<file path="src/rtl/vdg_pkg.sv">
// Shared constants and decode helpers for the VDG fetch sequencer.
// Cell geometry, mode-field positions and row-repeat decoding live here.
package vdg_pkg;
  localparam int CELL_W         = 8;
  localparam int CELL_BITS      = 3;
  localparam int BYTES_PER_LINE = 32;
  localparam int COL_W          = 5;
  localparam int FETCH_END      = CELL_W * BYTES_PER_LINE;
  localparam int ROW_W          = 4;
  localparam int MODE_GFX       = 3;
  localparam int MODE_DIV       = 0;

  localparam logic [CELL_BITS-1:0] PH_CPU  = 3'd4;
  localparam logic [CELL_BITS-1:0] PH_LOAD = 3'd7;
  localparam logic [CELL_BITS-1:0] PH_IDLE = 3'd0;

  typedef enum logic {SLOT_VIDEO = 1'b0, SLOT_CPU = 1'b1} slot_e;

  // Lines per character/graphics row for a given mode.
  function automatic logic [ROW_W-1:0] row_repeat(input logic [3:0] mode);
    logic [ROW_W-1:0] r;
    if (!mode[MODE_GFX]) begin
      r = 4'd12;
    end else begin
      case (mode[2:1])
        2'b10:   r = 4'd2;
        2'b11:   r = 4'd1;
        default: r = 4'd3;
      endcase
    end
    return r;
  endfunction
endpackage

</file>
<file path="src/rtl/vdg_fetch_sequencer_if.sv">
// Bus/shifter-side signal bundle of the VDG fetch sequencer.
// master = the sequencer, slave = the RAM/CPU/shifter environment.
interface vdg_fetch_sequencer_if;
  import vdg_pkg::*;

  logic [3:0]       mode;
  logic [15:0]      vid_base;
  logic             cpu_req;
  logic             cpu_grant;
  logic             mem_video;
  logic [15:0]      vid_addr;
  logic             load;
  logic             divider;
  logic [ROW_W-1:0] line_in_row;
  logic             blank_n;
  logic             hsync_n;
  logic             vsync_n;
  logic             fs_n;

  modport master (
    input  mode, vid_base, cpu_req,
    output cpu_grant, mem_video, vid_addr, load, divider, line_in_row,
           blank_n, hsync_n, vsync_n, fs_n
  );

  modport slave (
    output mode, vid_base, cpu_req,
    input  cpu_grant, mem_video, vid_addr, load, divider, line_in_row,
           blank_n, hsync_n, vsync_n, fs_n
  );
endinterface

</file>
<file path="src/rtl/vdg_timing.sv">
// Raster counters plus registered sync/blank generation for the VDG path.
// Pins are decoded from the next-count value so they line up with hcount.
module vdg_timing
  import vdg_pkg::*;
#(
  parameter int H_TOTAL     = 456,
  parameter int HSYNC_START = 320,
  parameter int HSYNC_LEN   = 32,
  parameter int V_TOTAL     = 262,
  parameter int V_ACTIVE    = 192,
  parameter int VSYNC_START = 224,
  parameter int H_W         = $clog2(H_TOTAL),
  parameter int V_W         = $clog2(V_TOTAL)
) (
  input  logic           clk,
  input  logic           reset_n,
  output logic [H_W-1:0] hcount_nxt,
  output logic [V_W-1:0] vcount,
  output logic [V_W-1:0] vcount_nxt,
  output logic           line_end,
  output logic           frame_end,
  output logic           blank_n,
  output logic           hsync_n,
  output logic           vsync_n,
  output logic           fs_n
);
  logic [H_W-1:0] hcount_q, hcount_d;
  logic [V_W-1:0] vcount_q, vcount_d;
  logic           blank_n_q, blank_n_d;
  logic           hsync_n_q, hsync_n_d;
  logic           vsync_n_q, vsync_n_d;
  logic           fs_n_q, fs_n_d;
  logic           active_d;

  always_comb begin
    line_end  = (hcount_q == H_W'(H_TOTAL - 1));
    frame_end = line_end && (vcount_q == V_W'(V_TOTAL - 1));
    hcount_d  = line_end ? '0 : hcount_q + 1'b1;
    vcount_d  = vcount_q;
    if (frame_end)     vcount_d = '0;
    else if (line_end) vcount_d = vcount_q + 1'b1;

    active_d  = (vcount_d < V_W'(V_ACTIVE));
    // Pixels trail their fetch by one cell.
    blank_n_d = active_d && (hcount_d >= H_W'(CELL_W)) &&
                (hcount_d < H_W'(FETCH_END + CELL_W));
    hsync_n_d = !((hcount_d >= H_W'(HSYNC_START)) &&
                  (hcount_d < H_W'(HSYNC_START + HSYNC_LEN)));
    vsync_n_d = !((vcount_d >= V_W'(VSYNC_START)) &&
                  (vcount_d < V_W'(VSYNC_START + 3)));
    fs_n_d    = active_d;
  end

  always_ff @(posedge clk or negedge reset_n) begin
    if (!reset_n) begin
      hcount_q  <= '0;
      vcount_q  <= '0;
      blank_n_q <= 1'b0;
      hsync_n_q <= 1'b1;
      vsync_n_q <= 1'b1;
      fs_n_q    <= 1'b1;
    end else begin
      hcount_q  <= hcount_d;
      vcount_q  <= vcount_d;
      blank_n_q <= blank_n_d;
      hsync_n_q <= hsync_n_d;
      vsync_n_q <= vsync_n_d;
      fs_n_q    <= fs_n_d;
    end
  end

  assign hcount_nxt = hcount_d;
  assign vcount     = vcount_q;
  assign vcount_nxt = vcount_d;
  assign blank_n    = blank_n_q;
  assign hsync_n    = hsync_n_q;
  assign vsync_n    = vsync_n_q;
  assign fs_n       = fs_n_q;
endmodule

</file>
<file path="src/rtl/vdg_fetch_sequencer.sv">
// VDG fetch sequencer: video RAM fetch addressing, shifter load/divider,
// and video/CPU time-slicing of the shared memory bus.
module vdg_fetch_sequencer
  import vdg_pkg::*;
#(
  parameter int H_TOTAL     = 456,
  parameter int HSYNC_START = 320,
  parameter int HSYNC_LEN   = 32,
  parameter int V_TOTAL     = 262,
  parameter int V_ACTIVE    = 192,
  parameter int VSYNC_START = 224
) (
  input  logic                  clk,
  input  logic                  reset_n,
  vdg_fetch_sequencer_if.master bus
);
  localparam int H_W = $clog2(H_TOTAL);
  localparam int V_W = $clog2(V_TOTAL);

  logic [H_W-1:0]       hcount_nxt;
  logic [V_W-1:0]       vcount, vcount_nxt;
  logic                 line_end, frame_end;

  logic [3:0]           mode_q, mode_d;
  logic                 divider_q, divider_d;
  logic [15:0]          row_addr_q, row_addr_d;
  logic [ROW_W-1:0]     line_in_row_q, line_in_row_d;
  logic [15:0]          vid_addr_q, vid_addr_d;
  logic                 load_q, load_d;
  logic                 mem_video_q, mem_video_d;
  logic                 cpu_grant_q, cpu_grant_d;
  logic                 frame_pend_q, frame_pend_d;
  logic [ROW_W-1:0]     rpt;
  logic                 fetch_d;
  logic [CELL_BITS-1:0] phase_d;
  slot_e                slot_d;

  vdg_timing #(
    .H_TOTAL(H_TOTAL), .HSYNC_START(HSYNC_START), .HSYNC_LEN(HSYNC_LEN),
    .V_TOTAL(V_TOTAL), .V_ACTIVE(V_ACTIVE), .VSYNC_START(VSYNC_START),
    .H_W(H_W), .V_W(V_W)
  ) u_timing (
    .clk(clk), .reset_n(reset_n),
    .hcount_nxt(hcount_nxt), .vcount(vcount), .vcount_nxt(vcount_nxt),
    .line_end(line_end), .frame_end(frame_end),
    .blank_n(bus.blank_n), .hsync_n(bus.hsync_n),
    .vsync_n(bus.vsync_n), .fs_n(bus.fs_n)
  );

  always_comb begin
    mode_d        = mode_q;
    divider_d     = divider_q;
    row_addr_d    = row_addr_q;
    line_in_row_d = line_in_row_q;
    frame_pend_d  = 1'b0;
    rpt           = row_repeat(mode_q);

    if (line_end) begin
      mode_d    = bus.mode;
      divider_d = bus.mode[MODE_GFX] & bus.mode[MODE_DIV];
    end

    // Leaving reset is treated as a frame start so line 0 fetches from vid_base.
    if (frame_pend_q || frame_end) begin
      row_addr_d    = bus.vid_base;
      line_in_row_d = '0;
    end else if (line_end && (vcount < V_W'(V_ACTIVE))) begin
      // >= so a shrinking row repeat still closes the current row.
      if (line_in_row_q >= rpt - ROW_W'(1)) begin
        row_addr_d    = row_addr_q + 16'(BYTES_PER_LINE);
        line_in_row_d = '0;
      end else begin
        line_in_row_d = line_in_row_q + 1'b1;
      end
    end

    fetch_d     = (vcount_nxt < V_W'(V_ACTIVE)) && (hcount_nxt < H_W'(FETCH_END));
    phase_d     = hcount_nxt[CELL_BITS-1:0];
    slot_d      = slot_e'(phase_d[CELL_BITS-1]);
    mem_video_d = fetch_d && (slot_d == SLOT_VIDEO);
    load_d      = fetch_d && (phase_d == PH_LOAD);
    cpu_grant_d = bus.cpu_req &&
                  ((phase_d == PH_CPU) || (!fetch_d && (phase_d == PH_IDLE)));
    vid_addr_d  = fetch_d ? row_addr_d + 16'(hcount_nxt[CELL_BITS +: COL_W])
                          : vid_addr_q;
  end

  always_ff @(posedge clk or negedge reset_n) begin
    if (!reset_n) begin
      mode_q        <= '0;
      divider_q     <= 1'b0;
      row_addr_q    <= '0;
      line_in_row_q <= '0;
      vid_addr_q    <= '0;
      load_q        <= 1'b0;
      mem_video_q   <= 1'b0;
      cpu_grant_q   <= 1'b0;
      frame_pend_q  <= 1'b1;
    end else begin
      mode_q        <= mode_d;
      divider_q     <= divider_d;
      row_addr_q    <= row_addr_d;
      line_in_row_q <= line_in_row_d;
      vid_addr_q    <= vid_addr_d;
      load_q        <= load_d;
      mem_video_q   <= mem_video_d;
      cpu_grant_q   <= cpu_grant_d;
      frame_pend_q  <= frame_pend_d;
    end
  end

  assign bus.divider     = divider_q;
  assign bus.line_in_row = line_in_row_q;
  assign bus.vid_addr    = vid_addr_q;
  assign bus.load        = load_q;
  assign bus.mem_video   = mem_video_q;
  assign bus.cpu_grant   = cpu_grant_q;
endmodule
</file>
<file path="src/flat_wrapper.sv">
// flat-port wrapper written by rule: the top's interface ports become plain ports
module vdg_fetch_sequencer_flat import vdg_pkg::*;
#(
  parameter int H_TOTAL     = 456,
  parameter int HSYNC_START = 320,
  parameter int HSYNC_LEN   = 32,
  parameter int V_TOTAL     = 262,
  parameter int V_ACTIVE    = 192,
  parameter int VSYNC_START = 224
)
  (clk, reset_n, bus_mode, bus_vid_base, bus_cpu_req, bus_cpu_grant, bus_mem_video, bus_vid_addr, bus_load, bus_divider, bus_line_in_row, bus_blank_n, bus_hsync_n, bus_vsync_n, bus_fs_n);
  vdg_fetch_sequencer_if bus_i ();
  input  logic clk;
  input  logic reset_n;
  input wire logic [$bits(bus_i.mode)-1:0] bus_mode;
  input wire logic [$bits(bus_i.vid_base)-1:0] bus_vid_base;
  input wire logic [$bits(bus_i.cpu_req)-1:0] bus_cpu_req;
  output wire logic [$bits(bus_i.cpu_grant)-1:0] bus_cpu_grant;
  output wire logic [$bits(bus_i.mem_video)-1:0] bus_mem_video;
  output wire logic [$bits(bus_i.vid_addr)-1:0] bus_vid_addr;
  output wire logic [$bits(bus_i.load)-1:0] bus_load;
  output wire logic [$bits(bus_i.divider)-1:0] bus_divider;
  output wire logic [$bits(bus_i.line_in_row)-1:0] bus_line_in_row;
  output wire logic [$bits(bus_i.blank_n)-1:0] bus_blank_n;
  output wire logic [$bits(bus_i.hsync_n)-1:0] bus_hsync_n;
  output wire logic [$bits(bus_i.vsync_n)-1:0] bus_vsync_n;
  output wire logic [$bits(bus_i.fs_n)-1:0] bus_fs_n;
  assign bus_i.mode = bus_mode;
  assign bus_i.vid_base = bus_vid_base;
  assign bus_i.cpu_req = bus_cpu_req;
  assign bus_cpu_grant = bus_i.cpu_grant;
  assign bus_mem_video = bus_i.mem_video;
  assign bus_vid_addr = bus_i.vid_addr;
  assign bus_load = bus_i.load;
  assign bus_divider = bus_i.divider;
  assign bus_line_in_row = bus_i.line_in_row;
  assign bus_blank_n = bus_i.blank_n;
  assign bus_hsync_n = bus_i.hsync_n;
  assign bus_vsync_n = bus_i.vsync_n;
  assign bus_fs_n = bus_i.fs_n;
  vdg_fetch_sequencer #(.H_TOTAL(H_TOTAL), .HSYNC_START(HSYNC_START), .HSYNC_LEN(HSYNC_LEN), .V_TOTAL(V_TOTAL), .V_ACTIVE(V_ACTIVE), .VSYNC_START(VSYNC_START)) u_core (.clk(clk), .reset_n(reset_n), .bus(bus_i));
endmodule
</file>
<file path="config.mk">
export PLATFORM = sky130hd
export DESIGN_NAME = vdg_fetch_sequencer_flat
export DESIGN_NICKNAME = d
export VERILOG_FILES = /design/src/rtl/vdg_pkg.sv /design/src/rtl/vdg_fetch_sequencer_if.sv /design/src/rtl/vdg_timing.sv /design/src/rtl/vdg_fetch_sequencer.sv /design/src/flat_wrapper.sv
export SDC_FILE = /design/constraint.sdc
export NUM_CORES = 1
export LEC_CHECK = 0
export ABC_AREA = 1
export CAP_MARGIN = 10
export CELL_PAD_IN_SITES_DETAIL_PLACEMENT = 1
export CELL_PAD_IN_SITES_GLOBAL_PLACEMENT = 1
export CORE_ASPECT_RATIO = 1.1
export CORE_MARGIN = 2
export CORE_UTILIZATION = 42
export DETAILED_ROUTE_END_ITERATION = 16
export PLACE_DENSITY_LB_ADDON = 0.05
export SETUP_SLACK_MARGIN = 0.2
export SYNTH_ARGS = -nofsm -noshare
export SYNTH_HDL_FRONTEND = slang
export SYNTH_SLANG_ARGS = --single-unit
</file>
<file path="constraint.sdc">
create_clock -name clk -period 3.73 [get_ports clk]
set_input_delay 0.746 -clock clk [delete_from_list [all_inputs] [get_ports clk]]
set_output_delay 0.746 -clock clk [all_outputs]
set_load 0.05 [all_outputs]
</file>
=== Word level (Yosys, flattened, before mapping) ===
Cells that the tools add are included.

* Add/subtract/negate cells: 6
* Multipliers: 0
* Divide/modulo/power cells: 0
* Order comparisons: 10
* Equality and inequality tests: 6
* Shift-type cells: 0
* Multiplexer cells: 11
* Bitwise gates (word level): 2
* Reductions and logical operators: 18

{| class="wikitable"
|+ Operators by type and width
! cell !! count
|-
| two-way mux 16 bit || 3
|-
| less-than comparator 9 x 8 -> 1 bit (second input constant) || 3
|-
| less-than comparator 9 bit (second input constant) || 3
|-
| two-way mux 9 bit || 3
|-
| adder 9 x 1 -> 9 bit (second input constant) || 2
|-
| == test 9 bit (second input constant) || 2
|-
| adder 16 x 5 -> 16 bit || 1
|-
| adder 16 x 6 -> 16 bit (second input constant) || 1
|-
| two-way mux 4 bit || 4
|-
| logical AND 1 bit || 11
|-
| greater-or-equal comparator 9 x 4 -> 1 bit (second input constant) || 1
|-
| greater-or-equal comparator 9 x 8 -> 1 bit (second input constant) || 1
|-
| greater-or-equal comparator 9 bit (second input constant) || 1
|-
| == test 3 bit (second input constant) || 2
|-
| adder 4 x 1 -> 4 bit (second input constant) || 1
|-
| == test 2 bit (second input constant) || 2
|-
| greater-or-equal comparator 4 bit || 1
|-
| case mux 2 bit (2 select lines) || 1
|-
| subtractor 4 x 1 -> 4 bit (second input constant) || 1
|-
| logical NOT 1 bit || 3
|-
| logical NOT 3 bit || 1
|-
| logical OR 1 bit || 2
|-
| nonzero test 2 bit || 1
|-
| bitwise AND 1 bit || 1
|-
| NOT 1 bit || 1
|}

* Flip-flop bits (word level): 67
* Bits in latches: 0
* Bits in writable memories: 0
* Memory bits (read-only): 0
* Bits of input ports: 23
* Output and inout port bits: 28
* Memories: 0

=== Depth between registers and ports, before layout ===
Gate-level depths: netlist (run 1).

* Depth in word-level cells: 9
* Mapped depth: 25

=== Hierarchy ===
A second synthesis (run 1) with hierarchy kept.

* Cells, all modules: 552
* Area, all modules: 4160.2 µm²

{| class="wikitable"
|+ By module, submodules not included
! module !! instances !! cells each !! area an instance (µm²) !! sequential area each (µm²)
|-
| vdg_fetch_sequencer || 1 || 367 || 2880.3 || 1102.3
|-
| vdg_timing || 1 || 185 || 1280.0 || 554.3
|}

=== Worst setup path after synthesis (run 1) ===
Ideal clock, no wire load.

* Kind: reg2reg
* Start point: register u_core.u_timing.hcount_q[0]
* End point: register u_core.vid_addr_q[8] (netlist: u_core.bus.vid_addr[8])
* Arrival: 3.040 ns
* Path slack: 0.571 ns
* Cell stages (with the launch flop): 23
* Cells stage by stage: dfrtp_1 > ha_1 > nand2_2 > nor2_2 > nand2_4 > nor2_4 > nor2_4 > buf_6 > buf_8 > nand2_1 > nand2_1 > ha_1 > inv_1 > fa_1 > inv_1 > a21oi_1 > nor2_1 > nor2_1 > o21ai_0 > nand3_1 > nor2_4 > xor2_1 > o21ai_2

* Word-level cells in the longest chain between the ends: 5

{| class="wikitable"
|+ Ends and longest elaborated chain
! element !! line !! RTL
|-
| start: declaration || vdg_timing.sv:27 || <nowiki>logic [H_W-1:0] hcount_q, hcount_d;</nowiki>
|-
| start signal: assignment || vdg_timing.sv:63 || <nowiki>hcount_q <= hcount_d;</nowiki>
|-
| == test 9 bit (*) || vdg_timing.sv:36 || <nowiki>line_end = (hcount_q == H_W'(H_TOTAL - 1));</nowiki>
|-
| logical AND 1 bit (on tied branches) || vdg_fetch_sequencer.sv:67, vdg_timing.sv:37 ||
|-
| two-way mux 16 bit / logical OR 1 bit (equally long branches) || vdg_fetch_sequencer.sv:67, vdg_fetch_sequencer.sv:64 ||
|-
| two-way mux 16 bit (*) || vdg_fetch_sequencer.sv:64 || <nowiki>if (frame_pend_q || frame_end) begin</nowiki>
|-
| net u_core.row_addr_d[0] || vdg_fetch_sequencer.sv:26 || <nowiki>logic [15:0] row_addr_q, row_addr_d;</nowiki>
|-
| adder 16 x 5 -> 16 bit (*) || vdg_fetch_sequencer.sv:84 || <nowiki>vid_addr_d = fetch_d ? row_addr_d + 16'(hcount_nxt[CELL_BITS +: COL_W])</nowiki>
|-
| end signal: assignment || vdg_fetch_sequencer.sv:104 || <nowiki>vid_addr_q <= vid_addr_d;</nowiki>
|-
| end: declaration || vdg_fetch_sequencer.sv:28 || <nowiki>logic [15:0] vid_addr_q, vid_addr_d;</nowiki>
|}

Mark *: on every way through the listed nets, which the timed path passes. The rest lies on a longest branch.
A chain may end at the register's enable or synchronous reset.

=== Final worst setup path (run 1) ===
* Start point: register u_core.u_timing.vcount_q[1] (netlist: u_core.u_timing.vcount[1])
* End point: register u_core.vid_addr_q[8] (netlist: u_core.bus.vid_addr[8])

* Word-level cells in the longest chain between the ends: 5

{| class="wikitable"
|+ Ends and longest elaborated chain
! element !! line !! RTL
|-
| start: declaration || vdg_timing.sv:28 || <nowiki>logic [V_W-1:0] vcount_q, vcount_d;</nowiki>
|-
| start signal: assignment || vdg_timing.sv:64 || <nowiki>vcount_q <= vcount_d;</nowiki>
|-
| less-than comparator 9 x 8 -> 1 bit / == test 9 bit (equally long branches) || vdg_fetch_sequencer.sv:67, vdg_timing.sv:37 ||
|-
| logical AND 1 bit (on tied branches) || vdg_fetch_sequencer.sv:67, vdg_timing.sv:37 ||
|-
| two-way mux 16 bit / logical OR 1 bit (equally long branches) || vdg_fetch_sequencer.sv:67, vdg_fetch_sequencer.sv:64 ||
|-
| two-way mux 16 bit (*) || vdg_fetch_sequencer.sv:64 ||
|-
| net u_core.row_addr_d[0] || vdg_fetch_sequencer.sv:26 ||
|-
| adder 16 x 5 -> 16 bit (*) || vdg_fetch_sequencer.sv:84 ||
|}

Marks and branches as above.

==> PnR_summary.wiki, run 1 <==
{| class="wikitable"
! Metric !! Value
|-
| Nets || 601
|-
| Num CTS Buffers || 9
|-
| Signal arrival time at the worst endpoint || 3.48 ns
|-
| Top post-synthesis cells by area || dfrtp_1 (39%), nand2_1 (13%), inv_1 (6.0%)
|-
| Synth-to-layout area growth || 20.8%
|-
| Cell Int Power || 0.00119 W
|-
| Cell area after synthesis || 4030 um^2
|-
| Largest area contributor in the netlist || dfrtp_1
|-
| Width of the chip || 97.3 um
|-
| Endpoints failing setup || 0
|-
| Number of top-level design ports || 51
|-
| Master cell of the clock root buffer || clkbuf_8
|-
| Final core utilization || 52.0%
|-
| Top library cells by usage in the layout, fill and taps aside || nand2_1 (136), inv_1 (64), dfrtp_1 (62)
|-
| Number of different library cells in the post-synthesis netlist || 44
|-
| Status || completed
|-
| Most frequently used flop master after synthesis || dfrtp_1
|-
| Type of the tightest min-delay check || input port to async pin
|-
| Switching power || 0.000517 W
|-
| Worst IR drop on VDD || 0.217 mV
|-
| Inserted Diodes || 0
|-
| Maximum number of pins on one net before global-route repair || 30
|-
| Static leakage || 2.39 nW
|-
| Layout Skew || 0.00765 ns
|-
| Async SR Flop Fraction || 100%
|-
| # fillers || 1,169
|-
| Critical Path Sink Type || register
|-
| Post-Syn Nets || 540
|-
| Fraction of power consumed by the clock network || 36.1%
|-
| Sink count of the clock tree || 66
|-
| Maximum clock rate || 0.309 GHz
|-
| Overall die height || 107 um
|-
| Mean Syn Cell Area || 8.03 um^2
|-
| Yosys top cell area share || 38.5%
|-
| Category of the worst setup path launch point || register
|-
| Number of I/O port buffers || 50
|-
| Fin. Hold Viols || 0
|-
| WL final || 9980 um
|-
| Max-Slew Margin vs Limit || 54.9%
|-
| Level count of the clock H-tree || 3
|-
| Fraction of the yosys area taken by sequential cells || 41.2%
|-
| Register clock-pin slew on the reported worst setup and hold paths || 0.08 ns
|-
| Total Routing Usage GR || 20.4%
|-
| Required time of the worst setup path || 3.97 ns
|-
| Number of global-route vias before repair || 3,602
|-
| Combinational power share || 18.2%
|-
| Final worst-path cycle share || 86.7%
|-
| Fraction of power spent switching nets || 30.3%
|-
| Initial DRC Count || 102
|-
| DRC violation count after routing || 0
|-
| Yosys warning total || 0
|-
| Number of enable flip-flop cells after synthesis || 0
|-
| Clock latency of the later-clocked register in the worst-skew pair || 0.36 ns
|-
| First drt pass iteration count || 4
|-
| Via count of the routed design || 3,408
|-
| RePlAce Congestion || 0.826
|-
| Unrepaired setup endpoints after global routing || false
|-
| Hpwl dp || 7870 um
|-
| GRT Residual Overflow || 0
|-
| Clock period minus final worst setup slack || 3.23 ns
|-
| Number of antenna violations at the first check in global routing || 0
|-
| Placeable core region || 9350 um^2
|-
| Total of max-cap violations || 0
|-
| Rows || 37
|-
| Final routed wire length divided by cell count || 14.6 um
|-
| Crit Path Max Fanout || 10
|-
| Startpoint-to-endpoint class of the critical path || register to register
|-
| Die footprint || 10,400 um^2
|-
| Fraction of final layout cells with drive strength greater than 1 || 16.8%
|-
| Part of the power in registers || 45.6%
|-
| Total power density per cell area || 351 nW/um^2
|-
| Post-route antenna net violation count || 0
|-
| Max-slew violations || 0
|-
| Wire length of the first global-routing pass || 17,100 um
|-
| Maximum buffer depth of the clock tree || 2
|-
| Worst-margin pin slew || 0.676 ns
|-
| Gate Count Post-Synth || 501
|-
| FF+latch count, synth || 66
|-
| Setup_tns || 0 ns
|-
| Detailed-route vias per instance || 4.98
|-
| Starting density of the core || 43.0%
|-
| TritonCTS clock tree || done
|-
| Leading cell type in the layout, fill and taps excluded || nand2_1
|}
-- layer usage --
metal	up-vias	track usage, %	part of all wire (%)
met1	1646	26.5	47
li1	1704	-	-
met4	0	8.04	1.9
met5	-	0	0
met2	45	34.7	49
met3	13	3.00	2.3
-- synthesized netlist by cell type (3+ instances only) --
| library cell | number |
|---|---|
| a21oi_1 | 9 |
| dfrtp_1 | 62 |
| dfstp_2 | 4 |
| ha_1 | 15 |
| inv_1 | 64 |
| inv_2 | 7 |
| nand2_1 | 136 |
| nand2_2 | 19 |
| nand2_4 | 3 |
| nand3_1 | 38 |
| nand4_1 | 12 |
| nor2_1 | 38 |
| nor2_2 | 8 |
| nor2_4 | 5 |
| nor3_1 | 10 |
| o21ai_0 | 14 |
| o21ai_2 | 8 |
| xor2_1 | 15 |
-- flip-flops by register name (all words and copies together), names as in the netlist, 3 cells and up --
register                  flops
u_core.bus.line_in_row        4
u_core.u_timing.hcount_q      9
u_core.u_timing.vcount        9
u_core.bus.vid_addr          16
u_core.mode_q                 3
u_core.row_addr_q            16
-- area by class of cell --
type	instances	area [um^2]	share of cell area, %
flip-flops and latches	66	1660	34.1
multi-input cells	356	2040	41.9
repair buffers	56	541	11.1
well taps	117	146	3.01
clock inverters	5	53.8	1.11
clock buffers	11	141	2.91
inverters	73	287	5.89
-- per-stage QoR --
stage               hold WS, ns  instance area, um^2  power (W)  worst slack (ns)  std cells
floorplan                 0.448                 4030   0.000985             0.571        501
global placement          0.462                 4630    0.00109             0.444        666
detailed placement        0.473                 4630    0.00110             0.288        666
CTS                       0.437                 4820    0.00173             0.274        682
global route              0.465                 4860    0.00179             0.175        684
finish                    0.418                 4860    0.00170             0.496        684
-- critical path, stage by stage (launching register included) --
cell,delay [ns]
dfrtp_1,0.38
inv_1,0.08
ha_1,0.15
inv_1,0.04
nor2_1,0.07
nand4_1,0.20
nor2_4,0.23
nor2_4,0.06
inv_4,0.10
nand2_1,0.06
nand2_1,0.08
ha_2,0.19
inv_1,0.05
fa_1,0.39
inv_1,0.07
a21oi_1,0.06
nor2_1,0.08
nor2_1,0.07
o21ai_2,0.16
nand3_2,0.12
nor2_4,0.21
xor2_1,0.20
o21ai_2,0.06
-- repair_timing --
| action | CTS | global route |
|---|---|---|
| resized for setup | 0 | 8 |
| buffers inserted | 0 | 2 |
| hold buffers | 0 | 0 |
| setup endpoints to repair | 0 | 7 |
-- power groups by stage --
stage | Clock [W] | Combinational, W | Sequential [W]
CTS | 0.000636 | 0.000314 | 0.000778
global placement | 0 | 0.000304 | 0.000790
floorplan | 0 | 0.000125 | 0.000860
detailed placement | 0 | 0.000311 | 0.000791
finish | 0.000616 | 0.000311 | 0.000778
global route | 0.000662 | 0.000341 | 0.000783
-- final timing paths --
| check | start | to | slack, ns | cells past startpoint |
|---|---|---|---|---|
| worst max-delay path | u_core.u_timing.vcount[1] | u_core.bus.vid_addr[8] | 0.50 | 22 |
| worst min register to register | u_core.bus.vid_addr[9] | u_core.bus.vid_addr[9] | 0.49 | 2 |
| min in group clk | u_core.bus.vid_addr[9] | u_core.bus.vid_addr[9] | 0.49 | 2 |
| max in group asynchronous | reset_n | u_core.u_timing.fs_n | 2.53 | 2 |
| worst max register to register | u_core.u_timing.vcount[1] | u_core.bus.vid_addr[8] | 0.50 | 22 |
| worst min-delay path | reset_n | u_core.u_timing.vcount[4] | 0.42 | 1 |
-- logic make-up (layout without fill, tap and decap cells) --
family	after synthesis	after routing	share of synthesized area [%]
AND/OR/NAND/NOR	282	282	34.1
buffers and inverters	79	145	8.73
flip-flops	66	66	41.2
AO/OA/AOI/OAI	39	39	6.68
XOR/XNOR	18	18	4.10
adder cells (fa/ha/maj)	16	16	5.16
other	1	1	0.0932
Power figures use the tool's default switching activity.
==> run 2, diff against run 1 <==
==> constraint.sdc (replaced) <==
create_clock -name clk -period 3.73 [get_ports clk]
set_input_delay 1.119 -clock clk [delete_from_list [all_inputs] [get_ports clk]]
set_output_delay 1.119 -clock clk [all_outputs]
set_load 0.05 [all_outputs]
==> PnR_summary.wiki, run 2 (synthesized netlist as in run 1, its figures left out) <==
{| class="wikitable"
! Metric !! Value
|-
| Setup_tns || 0 ns (unchanged)
|-
| Worst path max stage delay || 0.41 ns (+0.02 ns)
|-
| End point of the worst hold path || u_core.bus.vid_addr[13]
|-
| Type of the tightest min-delay check || register to register
|-
| Total Routing Usage GR || 21.1% (+0.69 points)
|-
| Maximum clock rate || 0.304 GHz (-1.5%)
|-
| Hold wc startpoint || u_core.bus.vid_addr[13]
|-
| Multi-input gate area || 2030 um^2 (-0.12%)
|-
| Worst-margin pin slew || 0.531 ns (-0.144 ns)
|-
| Unrepaired setup endpoints after global routing || false
|-
| Inserted Diodes || 0 (unchanged)
|-
| Switching power || 0.000527 W (+2.0%)
|-
| Critical Path Sink Type || register
|-
| Worst IR drop on VDD || 0.277 mV (+28%)
|-
| Number of antenna violations at the first check in global routing || 0 (unchanged)
|-
| Critical-path top delay cell || dfrtp_1
|-
| Placeable core region || 9350 um^2 (unchanged)
|-
| Total of max-cap violations || 0 (unchanged)
|-
| Wire length of the first global-routing pass || 17,600 um (+3.2%)
|-
| List of cells traversed by the critical path || inv_1 -> ha_1 -> inv_1 -> nor2_1 -> nand4_1 -> nor2_4 -> nor2_4 -> inv_4 -> nand2_1 -> nand2_1 -> ha_1 -> inv_1 -> fa_1 -> inv_1 -> a21oi_1 -> nor2_1 -> nor2_1 -> o21ai_1 -> nand3_2 -> nor2_4 -> xor2_1 -> o21ai_2
|-
| Seq. cell area || 1660 um^2 (unchanged)
|-
| Endpoints failing setup || 0 (unchanged)
|-
| Cell Int Power || 0.00126 W (+5.9%)
|-
| Clock latency of the later-clocked register in the worst-skew pair || 0.36 ns (about the same)
|-
| Status || completed
|-
| Max-Slew Margin vs Limit || 64.6% (+9.6 points)
|-
| Overall die height || 107 um (unchanged)
|-
| Part of the power in registers || 43.5% (-2.1 points)
|-
| Number of buffers and inverters on the critical path || 5 (unchanged)
|-
| Final routed wire length divided by cell count || 14.9 um (+2.0%)
|-
| Number of cells traversed by the worst register-to-register path || 22 (unchanged)
|-
| First drt pass iteration count || 4 (unchanged)
|-
| Rows || 37 (unchanged)
|-
| Starting density of the core || 43.0% (unchanged)
|-
| Num CTS Buffers || 9 (unchanged)
|-
| # fillers || 1,151 (-1.5%)
|-
| Area post-placement || 4630 um^2 (unchanged)
|-
| Register clock-pin slew on the reported worst setup and hold paths || 0.08 ns (about the same)
|-
| Clock period minus final worst setup slack || 3.28 ns (+0.0505 ns)
|-
| Initial DRC Count || 114 (+12%)
|-
| Fin. Hold Viols || 0 (unchanged)
|-
| Setup slack of the worst register-to-register path || 0.45 ns (-0.05 ns)
|-
| Hold depth || 2
|-
| Maximum number of pins on one net before global-route repair || 29 (-3.3%)
|-
| Nets || 604 (+0.50%)
|-
| Hpwl dp || 7900 um (+0.34%)
|-
| Sink count of the clock tree || 66 (unchanged)
|-
| Static leakage || 2.42 nW (+1.1%)
|-
| TritonCTS clock tree || done
|-
| Number of top-level design ports || 51 (unchanged)
|-
| Worst reg2reg path endpoint || u_core.bus.vid_addr[8]
|-
| Startpoint of the most critical register-to-register path || u_core.u_timing.vcount[1]
|-
| GRT Residual Overflow || 0 (unchanged)
|-
| Detailed-route vias per instance || 5.04 (+1.2%)
|-
| Post-placement worst setup slack || 0.109 ns (-0.179 ns)
|-
| Kind of cell adding the most delay to the critical path || simple AND/OR/NAND/NOR gates
|-
| Maximum buffer depth of the clock tree || 2 (unchanged)
|-
| Worst-case setup margin in the final layout || 0.446 ns (-0.0505 ns)
|-
| DRC violation count after routing || 0 (unchanged)
|-
| Master cell of the clock root buffer || clkbuf_8
|-
| Fraction of power consumed by the clock network || 39.0% (+2.9 points)
|-
| Final worst-path cycle share || 88.1% (+1.4 points)
|-
| Top library cells by usage in the layout, fill and taps aside || nand2_1 (136), inv_1 (64), dfrtp_1 (62)
|-
| RePlAce Congestion || 0.815 (-1.3%)
|-
| Width of the chip || 97.3 um (unchanged)
|-
| Crit Path Max Fanout || 7 (-3)
|-
| WL final || 10,200 um (+2.5%)
|-
| Startpoint-to-endpoint class of the critical path || register to register
|-
| Max-slew violations || 0 (unchanged)
|-
| Combinational power share || 17.5% (-0.7 points)
|-
| Layout Skew || 0.00580 ns (-0.00185 ns)
|-
| Signal arrival time at the worst endpoint || 3.53 ns (+0.05 ns)
|-
| Die footprint || 10,400 um^2 (unchanged)
|-
| Level count of the clock H-tree || 3 (unchanged)
|-
| Category of the worst setup path launch point || register
|-
| Required time of the worst setup path || 3.97 ns (about the same)
|-
| Leading cell type in the layout, fill and taps excluded || nand2_1
|-
| Summed area of non-filler cells in the final layout || 4910 um^2 (+1.1%)
|-
| Number of global-route vias before repair || 3,687 (+2.4%)
|-
| Total power density per cell area || 363 nW/um^2 (+3.6%)
|-
| Synth-to-layout area growth || 22.1%
|-
| Fraction of final layout cells with drive strength greater than 1 || 17.2% (+0.44 points)
|-
| Most numerous cell on the critical path || inv_1
|-
| Number of I/O port buffers || 50 (unchanged)
|-
| Via count of the routed design || 3,464 (+1.6%)
|-
| Fraction of power spent switching nets || 29.5% (-0.79 points)
|-
| Post-route antenna net violation count || 0 (unchanged)
|}
==> run 2: cell count changes in the layout (fill, tap and decap cells not counted), sizes merged <==
cell      previous run  this run
buf                  7        10
bufinv               1         2
clkbuf              11        10
clkinv               4         3
clkinvlp             0         1
==> run 2: repair_timing <==
item / in CTS / in global routing
setup buffers: 0 / 5
setup endpoints to repair: 0 / 8
resized for setup: 0 / 7
hold buffers: 0 / 0
==> run 2: worst register-to-register path, delay by kind of cell, from the launching register on <==
family | cells | cell delay (ns)
xor gates and xnor gates | 1 | 0.20
AOI/OAI and AO/OA | 3 | 0.32
buffers and inverters | 5 | 0.33
adders and majority gates | 3 | 0.70
DFF | 1 | 0.41
and+or+nand+nor | 10 | 1.23
==> run 2: layout make-up <==
type	count	share of cell area, %
clock inverters	6	1.83
multi-input cells	356	41.4
flip-flops and latches	66	33.7
clock buffers	10	2.80
well taps	117	2.98
inverters	73	5.83
repair buffers	59	11.5
==> run 2: worst max path at each step <==
stage                                      startpoint                       to  slack, ns  cells after the start
after global routing        u_core.u_timing.vcount[1]  u_core.bus.vid_addr[10]       0.14                     24
after floorplan           u_core.u_timing.hcount_q[0]   u_core.bus.vid_addr[8]       0.57                     22
after CTS                 u_core.u_timing.hcount_q[0]   u_core.bus.vid_addr[8]       0.30                     19
final                       u_core.u_timing.vcount[1]   u_core.bus.vid_addr[8]       0.45                     22
after detailed placement              bus_vid_base[1]  u_core.bus.vid_addr[14]       0.11                     15
after global placement                bus_vid_base[0]  u_core.bus.vid_addr[14]       0.20                     16
==> run 2: power groups by stage <==
stage	sequential, W	clock [W]	combinational, W
after floorplan	0.000860	0	0.000125
after global placement	0.000790	0	0.000303
after detailed placement	0.000791	0	0.000312
after CTS	0.000778	0.000715	0.000315
after global routing	0.000782	0.000739	0.000343
final	0.000777	0.000697	0.000312
==> run 2: per-stage QoR <==
step	std cells	power [W]	util (%)	hold slack [ns]
final	687	0.00179	52.5	0.486
after global routing	687	0.00186	52.5	0.515
after CTS	682	0.00181	51.9	0.490
after detailed placement	666	0.00110	49.5	0.469
after global placement	666	0.00109	49.5	0.462
after floorplan	501	0.000985	-	0.448
==> run 2: metal layers <==
metal / wire length (um) / share of wire [%] / GRT usage (%) / up-vias
li1: - / - / - / 1709
met1: 4640 / 45 / 27.0 / 1693
met2: 5180 / 51 / 36.3 / 52
met3: 288 / 2.8 / 4.11 / 10
met4: 120 / 1.2 / 6.94 / 0
met5: 0 / 0 / 0 / -
